## config.mk

```make
export PLATFORM = sky130hd
export DESIGN_NAME = servo_sequencer
export DESIGN_NICKNAME = d
export VERILOG_FILES = /design/src/rtl/servo_sequencer_pkg.sv /design/src/rtl/servo_settle_timer.sv /design/src/rtl/servo_sequencer.sv
export SDC_FILE = /design/constraint.sdc
export NUM_CORES = 1
export LEC_CHECK = 0
export BUFFER_PORTS_ARGS = -buffer_cell sky130_fd_sc_hd__buf_2
export CAP_MARGIN = 20
export CORE_AREA = 2 2 39 41
export CTS_CLUSTER_DIAMETER = 60
export DETAILED_ROUTE_END_ITERATION = 16
export DIE_AREA = 0 0 41 43
export PLACE_DENSITY = 0.68
export SLEW_MARGIN = 40
export SYNTH_ARGS = -nofsm -noshare
export SYNTH_HDL_FRONTEND = slang
export SYNTH_SLANG_ARGS = --single-unit
```

## constraint.sdc

```tcl
create_clock -name clk -period 1.7 [get_ports clk]
set_input_delay 0.17 -clock clk [delete_from_list [all_inputs] [get_ports clk]]
set_output_delay 0.17 -clock clk [all_outputs]
set_load 0.05 [all_outputs]
```

## src/rtl/servo_sequencer_pkg.sv

```systemverilog
// servo_sequencer_pkg: package Servo with the servo position type, sequencer states
// and the default settle length in PWM periods.
package Servo;
   typedef enum logic {SERVO_POS_UP = 1'b0, SERVO_POS_DOWN = 1'b1} ServoPosition_t;
   typedef enum logic [2:0] {INIT, IDLE, SYNC, SETTLE, DONE} ServoSeqState_t;
   localparam int SERVO_SETTLE_PERIODS = 25;
endpackage

```

## src/rtl/servo_settle_timer.sv

```systemverilog
// servo_settle_timer: saturating PWM-period counter; expired flags the tick that reaches target.
module servo_settle_timer #(
   parameter int CNT_BITS = 5
) (
   input  logic                clk,
   input  logic                reset,
   input  logic                clear,
   input  logic                tick,
   input  logic [CNT_BITS-1:0] target,
   output logic                expired
);
   logic [CNT_BITS-1:0] count;
   always_ff @(posedge clk) begin
      if (reset || clear) count <= '0;
      else if (tick && count != '1) count <= count + 1'b1;
   end
   // Combinational so the FSM leaves on the very tick that completes the count.
   assign expired = tick && (({1'b0, count} + (CNT_BITS+1)'(1)) == {1'b0, target});
endmodule

```

## src/rtl/servo_sequencer.sv

```systemverilog
// servo_sequencer: pen servo command sequencer that moves on a PWM period boundary and settles.
// Optional SERVO_SEQ_SKIP_SAME_EN completes commands for the current position immediately.
module servo_sequencer
   import Servo::*;
#(
   parameter int SETTLE_PERIODS = SERVO_SETTLE_PERIODS,
   parameter int CNT_BITS       = $clog2(SETTLE_PERIODS + 1)
) (
   input  logic           clk,
   input  logic           reset,
   input  logic           period_tick,
   input  logic           cmd_valid,
   input  ServoPosition_t cmd_pos,
   output logic           cmd_ready,
   output ServoPosition_t servo_pos,
   output logic           busy,
   output logic           done
);
   ServoSeqState_t state, next;
   ServoPosition_t target_pos;
   logic accept, same, expired;
   assign accept = cmd_valid && cmd_ready;
`ifdef SERVO_SEQ_SKIP_SAME_EN
   assign same = cmd_pos == servo_pos;
`else
   assign same = 1'b0;
`endif
   always_ff @(posedge clk) begin
      if (reset) begin
         state      <= INIT;
         servo_pos  <= SERVO_POS_UP;
         target_pos <= SERVO_POS_UP;
      end else begin
         state <= next;
         if (accept) target_pos <= cmd_pos;
         if (state == SYNC && period_tick) servo_pos <= target_pos;
      end
   end
   always_comb begin
      next      = state;
      cmd_ready = state == IDLE;
      busy      = state == INIT || state == SYNC || state == SETTLE;
      done      = state == DONE;
      unique case (state)
         INIT:    if (expired) next = IDLE;
         IDLE:    if (accept) next = same ? DONE : SYNC;
         SYNC:    if (period_tick) next = SETTLE;
         SETTLE:  if (expired) next = DONE;
         DONE:    next = IDLE;
         default: next = INIT;
      endcase
   end
   // The SYNC tick that applies the new position also restarts the settle count.
   servo_settle_timer #(.CNT_BITS(CNT_BITS)) timer (
      .clk(clk),
      .reset(reset),
      .clear(state == SYNC && period_tick),
      .tick(period_tick && (state == INIT || state == SETTLE)),
      .target(CNT_BITS'(SETTLE_PERIODS)),
      .expired(expired)
   );
endmodule

```

==> reports/qor.csv, run 1 <==
stage,metric,value,unit
status,status,completed,
timing,final_max_slew_viol_count,0,
critical_path,critical_path.max_fanout,5,
pwr,p_leak,0.000255,uW
die,die_width,41,um
timing,tns,0,ns
clock_network,cts_buffer_depth,2,
cells_and_area,synthToLayoutAreaGrowth,14.3,%
logic_synthesis,netlist_instances,66,
place,gp_congestion,0.827,
routing,drc,0,
pwr,vdd_drop_max,0.599,mV
die,start_util,0.457,
routing,vias,469,
grt,grt_use_total,0.148,
clock_network,numCtsBuffers,3,
logic_synthesis,yosysWarnings,0,
timing,maxSlewHeadroom,0.704,
cells_and_area,final_util,0.522,
grt,grt_max_degree,10,
run,cap_violations,0,
routing,wl,1100,um
die,std_cell_rows,14,
routing,wl_per_cell,12.1,um
routing,dr.pass1.iters,4,
routing,drt_iter0_drc,8,
logic_synthesis,synth_cell_types,30,
worst_hold_path,worstHoldPathType,in -> reg,
critical_path,crit_arrival,1.80,ns
grt,grt-ovfl-total,0,
critical_path,slowest_delay,0.34,ns
logic_synthesis,syn_avg_cell_area,9.57,sq um
pwr,power_density,1200,mW/mm^2
critical_path,worst_setup_path_start_kind,flop,
cells_and_area,seq_area,203,sq um
routing,ant_nets,0,
logic_synthesis,syn_nets,74,
clock_network,clkTransAtPathRegs,0.06,ns
die,core_area,0.00138,sq mm
grt,grt-busiest-layer,met1,
cells_and_area,antenna_cells,0,
logic_synthesis,ys_seq_area_frac,0.317,
routing,viasPerCell,5.15,
logic_synthesis,ys_async_sr_fraction,0,
cells_and_area,multiInputGateArea,422,sq um
critical_path,worstPathCellList,ha_4 -> and3_1 -> ha_2 -> nor3b_4 -> nand3b_1 -> xor2_1 -> nor2_2,
timing,setup-violations-final,0,
critical_path,path_buf_inv,0,
grt,antenna_found_initial,0,
critical_path,critPathKind,reg -> reg,
grt,met3_usage,0.0314,
timing,finClkSkew,0.00224,ns
timing,post-route-period-util,0.963,
die,pin_count,9,
clock_network,root_buffer,clkbuf_4,
critical_path,required,1.86,ns
die,die_h,43,um
clock_network,cts_sinks,10,
timing,period_needed,1.64,ns
logic_synthesis,synth-edff-count,0,
logic_synthesis,yosys_register_bits,10,
grt,grt_pass1_wl,1710,um
cells_and_area,drive_above_1_share,0.413,
grt,grt_pass1_vias,426,
logic_synthesis,synth_area,632,sq um
timing,hold_viol,0,
cells_and_area,layout.nets,85,
cells_and_area,fillCellCount,131,
die,dieArea,0.00176,sq mm
critical_path,slowest_stage,dfxtp_2,
timing,fmax,0.611,GHz
clock_network,clk_latency,0.27,ns
place,place_hpwl,764,um
grt,grt_use_met1,0.207,
critical_path,critPathTopFamily,simple AND/OR/NAND/NOR gates,
critical_path,cp-end-kind,flop,
clock_network,htreeDepth,1,
clock_network,cts_tree,yes,
timing,worstMarginPinSlew,0.443,ns
logic_synthesis,synth_top_flop_cell,dfxtp_1,
place,port_buffers,8,
grt,met2_usage,0.184,
## registers in the layout (all words and copies together), names as in the netlist
signal,count
timer.count,5
target_pos,1
state,3
servo_pos,1
## power breakdown
part	switching (uW)	total [uW]	internal, uW
sequential	71.8	347	275
combinational	199	353	154
clock	82.0	164	81.9
## stage by stage
| step | power, uW | std cells | setup slack (ns) | cell area [sq um] | hold slack [ns] |
|---|---|---|---|---|---|
| floorplan | 637 | 66 | 0.147 | 637 | 0.239 |
| global placement | 678 | 88 | 0.0615 | 674 | 0.427 |
| detailed placement | 681 | 88 | 0.0413 | 674 | 0.432 |
| CTS | 848 | 91 | 0.0208 | 697 | 0.152 |
| global route | 915 | 91 | -0.0131 | 722 | 0.173 |
| finish | 864 | 91 | 0.0631 | 722 | 0.151 |
## placed cells by master, fill, tap and decap left out, drive strengths merged
| cell | synthesis | routed |
|---|---|---|
| and3 | 1 | 1 |
| nand4 | 1 | 1 |
| dfxtp | 10 | 10 |
| buf | 3 | 9 |
| nand2 | 7 | 7 |
| xor2 | 3 | 3 |
| nor3 | 3 | 3 |
| nand3 | 5 | 5 |
| nor3b | 5 | 5 |
| nor2b | 1 | 1 |
| or2 | 1 | 1 |
| clkbuf | 0 | 3 |
| mux2i | 1 | 1 |
| o211ai | 1 | 1 |
| xnor2 | 3 | 3 |
| nand3b | 1 | 1 |
| o21ai | 3 | 3 |
| a21oi | 4 | 4 |
| nand2b | 1 | 1 |
| a311oi | 1 | 1 |
| inv | 2 | 2 |
| or3 | 1 | 1 |
| nor2 | 5 | 5 |
| ha | 3 | 3 |
## layer usage
metal	vias up	share of wire	routed length, um
met5	-	0	0
met2	7	0.44	481
met3	5	0.032	35
met4	0	0.033	36
met1	213	0.50	545
li1	244	-	-
## layout make-up
type,count,area share
inverter,2,0.0104
multi-input combinational,51,0.584
tap,16,0.0277
sequential,10,0.281
timing repair buffer,9,0.0659
clock buffer,3,0.0312
## synth_stat cells (all sizes together) (2+ instances only)
library cell | n | area, sq um
o21ai | 3 | 15.0
nand2 | 7 | 26.3
a21oi | 4 | 20.0
nor3 | 3 | 15.0
xnor2 | 3 | 33.8
dfxtp | 10 | 200
nor3b | 5 | 70.1
xor2 | 3 | 33.8
buf | 3 | 30.0
nand3 | 5 | 25.0
ha | 3 | 37.5
nor2 | 5 | 23.8
inv | 2 | 7.51
## path summary, 6_finish.rpt
path	startpoint	end	slack, ns	depth (start not counted)
max reg2reg	timer.count[0]	timer.count[3]	0.06	7
min reg2reg	target_pos	target_pos	0.46	2
max	timer.count[0]	timer.count[3]	0.06	7
min	reset	target_pos	0.15	2
## cells by family after synthesis
family / synth area share
AOI/OAI and AO/OA: 0.0911
xor gates and xnor gates: 0.107
adders and majority gates: 0.0594
buffers and inverters: 0.0594
DFF: 0.317
muxes: 0.0158
and+or+nand+nor: 0.351
## repair_timing
action                                  4_1_cts  5_1_grt
hold buffers                                  0        0
resized for setup                             0        7
setup buffers                                 0        0
endpoints found under the setup margin        0        5
(Power assumes the default switching activity.)
==> run 2, diff against run 1 <==
--- a/config.mk
+++ b/config.mk
@@ -7,11 +7,11 @@
 export LEC_CHECK = 0
 export BUFFER_PORTS_ARGS = -buffer_cell sky130_fd_sc_hd__buf_2
 export CAP_MARGIN = 20
-export CORE_AREA = 2 2 39 41
+export CORE_MARGIN = 2
+export CORE_UTILIZATION = 30
 export CTS_CLUSTER_DIAMETER = 60
 export DETAILED_ROUTE_END_ITERATION = 16
-export DIE_AREA = 0 0 41 43
-export PLACE_DENSITY = 0.68
+export PLACE_DENSITY = 0.47
 export SLEW_MARGIN = 40
 export SYNTH_ARGS = -nofsm -noshare
 export SYNTH_HDL_FRONTEND = slang
==> run 2 against run 1 <==
Net effect:
- fmax rose by 1.4%
- die area rose by 41%
- worst hold slack improved by 0.0010 ns
- cell area rose by 3.8%
- highest routed layer unchanged
- sequential power rose by 1%
- critical path type unchanged
- global-route usage fell by 4.5 points
- combinational power barely moved
- cell count rose by 13%
- core utilization fell by 14 points
- sequential share of layout area fell by 0.86 points
==> reports/qor.csv, run 2 (synthesized netlist as in run 1, its figures left out) <==
stage,metric,value,unit
cells_and_area,post-route-cell-area,749,sq um
place,gp_congestion,0.859,
cells_and_area,multiInputGateArea,427,sq um
routing,wl_per_cell,11.7,um
die,start_util,0.319,
clock_network,root_buffer,clkbuf_4,
critical_path,crit_arrival,1.77,ns
critical_path,required,1.86,ns
routing,wl,1200,um
timing,setup_slack,0.0862,ns
timing,fmax,0.620,GHz
critical_path,cp-end-kind,flop,
clock_network,cts_resized,0,
run,cap_violations,0,
status,status,completed,
critical_path,critPathKind,reg -> reg,
pwr,p_leak,0.000257,uW
grt,grt-ovfl-total,0,
cells_and_area,seq_area,204,sq um
timing,hold_viol,0,
cells_and_area,fillCellCount,200,
cells_and_area,drive_above_1_share,0.421,
place,port_buffers,8,
routing,dr.pass1.iters,4,
timing,post-route-period-util,0.949,
clock_network,cts_tree,yes,
place,place_hpwl,855,um
cells_and_area,layout.nets,86,
die,core_area,0.00198,sq mm
cells_and_area,largest_register_ffs,5,
clock_network,htreeDepth,1,
clock_network,post-cts-setup-buffers,0,
clock_network,hold_buffers,0,
grt,grt_use_total,0.103,
die,die_h,49.9,um
clock_network,clkTransAtPathRegs,0.07,ns
routing,vias,487,
die,pin_count,9,
cells_and_area,top_regs,"timer.count x5, state x3",
routing,drt_iter0_drc,6,
die,dieArea,0.00249,sq mm
die,die_width,49.9,um
place,dp_slack,0.0534,ns
clock_network,numCtsBuffers,3,
timing,finClkSkew,0.00996,ns
cells_and_area,antenna_cells,0,
timing,period_needed,1.61,ns
pwr,vdd_drop_max,0.578,mV
die,std_cell_rows,16,
routing,drc,0,
critical_path,worst_setup_path_start_kind,flop,
cells_and_area,final_cells,103,
place,dp.cells,100,
routing,ant_nets,0,
clock_network,cts_sinks,10,
timing,setup-violations-final,0,
cells_and_area,synthToLayoutAreaGrowth,18.6,%
place,placedInstanceArea,696,sq um
grt,grt_pass1_wl,1990,um
cells_and_area,final_util,0.378,
clock_network,clk_latency,0.27,ns
pwr,power_density,1160,mW/mm^2
timing,final_max_slew_viol_count,0,
grt,antenna_found_initial,0,
timing,maxSlewHeadroom,0.700,
routing,viasPerCell,4.73,
grt,grt_max_degree,10,
grt,grt_pass1_vias,469,
cells_and_area,layout_commonest_cell,dfxtp_1,
worst_hold_path,worstHoldPathType,in -> reg,
timing,worstMarginPinSlew,0.449,ns
cells_and_area,largest-register,timer.count,
clock_network,cts_buffer_depth,2,
critical_path,critical_path.max_fanout,4,
cells_and_area,final_cell_mix,"dfxtp_1 (9), buf_2 (8), nand2_1 (6)",
==> run 2: cell types whose count changed in the layout (fill, tap and decap cells not counted) <==
cell,delta
and3_1,-1
buf_4,+1
dfxtp_4,+1
dfxtp_2,-2
and3_4,+1
dfxtp_1,+1
==> run 2: final timing paths <==
check / from / endpoint / slack [ns] / depth (start not counted)
min reg2reg: target_pos / target_pos / 0.46 / 2
max: timer.count[0] / timer.count[2] / 0.09 / 7
max reg2reg: timer.count[0] / timer.count[2] / 0.09 / 7
min: reset / target_pos / 0.15 / 2
==> run 2: report_power, final <==
part | leakage [uW] | switching, uW | internal, uW
registers | 0.0000818 | 74.4 | 278
clock network | 0.0000138 | 85.6 | 81.9
logic | 0.000162 | 196 | 155
==> run 2: stage by stage <==
| stage | TNS [ns] | hold slack [ns] | power, uW |
|---|---|---|---|
| global placement | 0 | 0.434 | 687 |
| detailed placement | 0 | 0.444 | 683 |
| floorplan | 0 | 0.239 | 637 |
| global route | -0.0374 | 0.178 | 922 |
| finish | 0 | 0.152 | 871 |
| CTS | 0 | 0.159 | 852 |
==> run 2: critical path: stages, from the launching register on <==
cell	delay [ns]
dfxtp_4	0.36
ha_4	0.17
and3_4	0.17
ha_2	0.18
nor3b_4	0.29
nand3_2	0.12
xor2_1	0.18
nor2_2	0.04
==> run 2: layout make-up <==
class / instances / share of cell area
multi-input cells: 51 / 0.569
flip-flops and latches: 10 / 0.272
repair buffers: 10 / 0.0735
well taps: 27 / 0.0451
clock buffers: 3 / 0.0301
inverters: 2 / 0.0100
==> run 2: routing by layer <==
metal  up-vias  share of wire  global-route usage
li1        251              -                   -
met1       221           0.46               0.131
met2        11           0.47               0.171
met3         4          0.039              0.0182
met4         0          0.029              0.0417
met5         -              0                   0
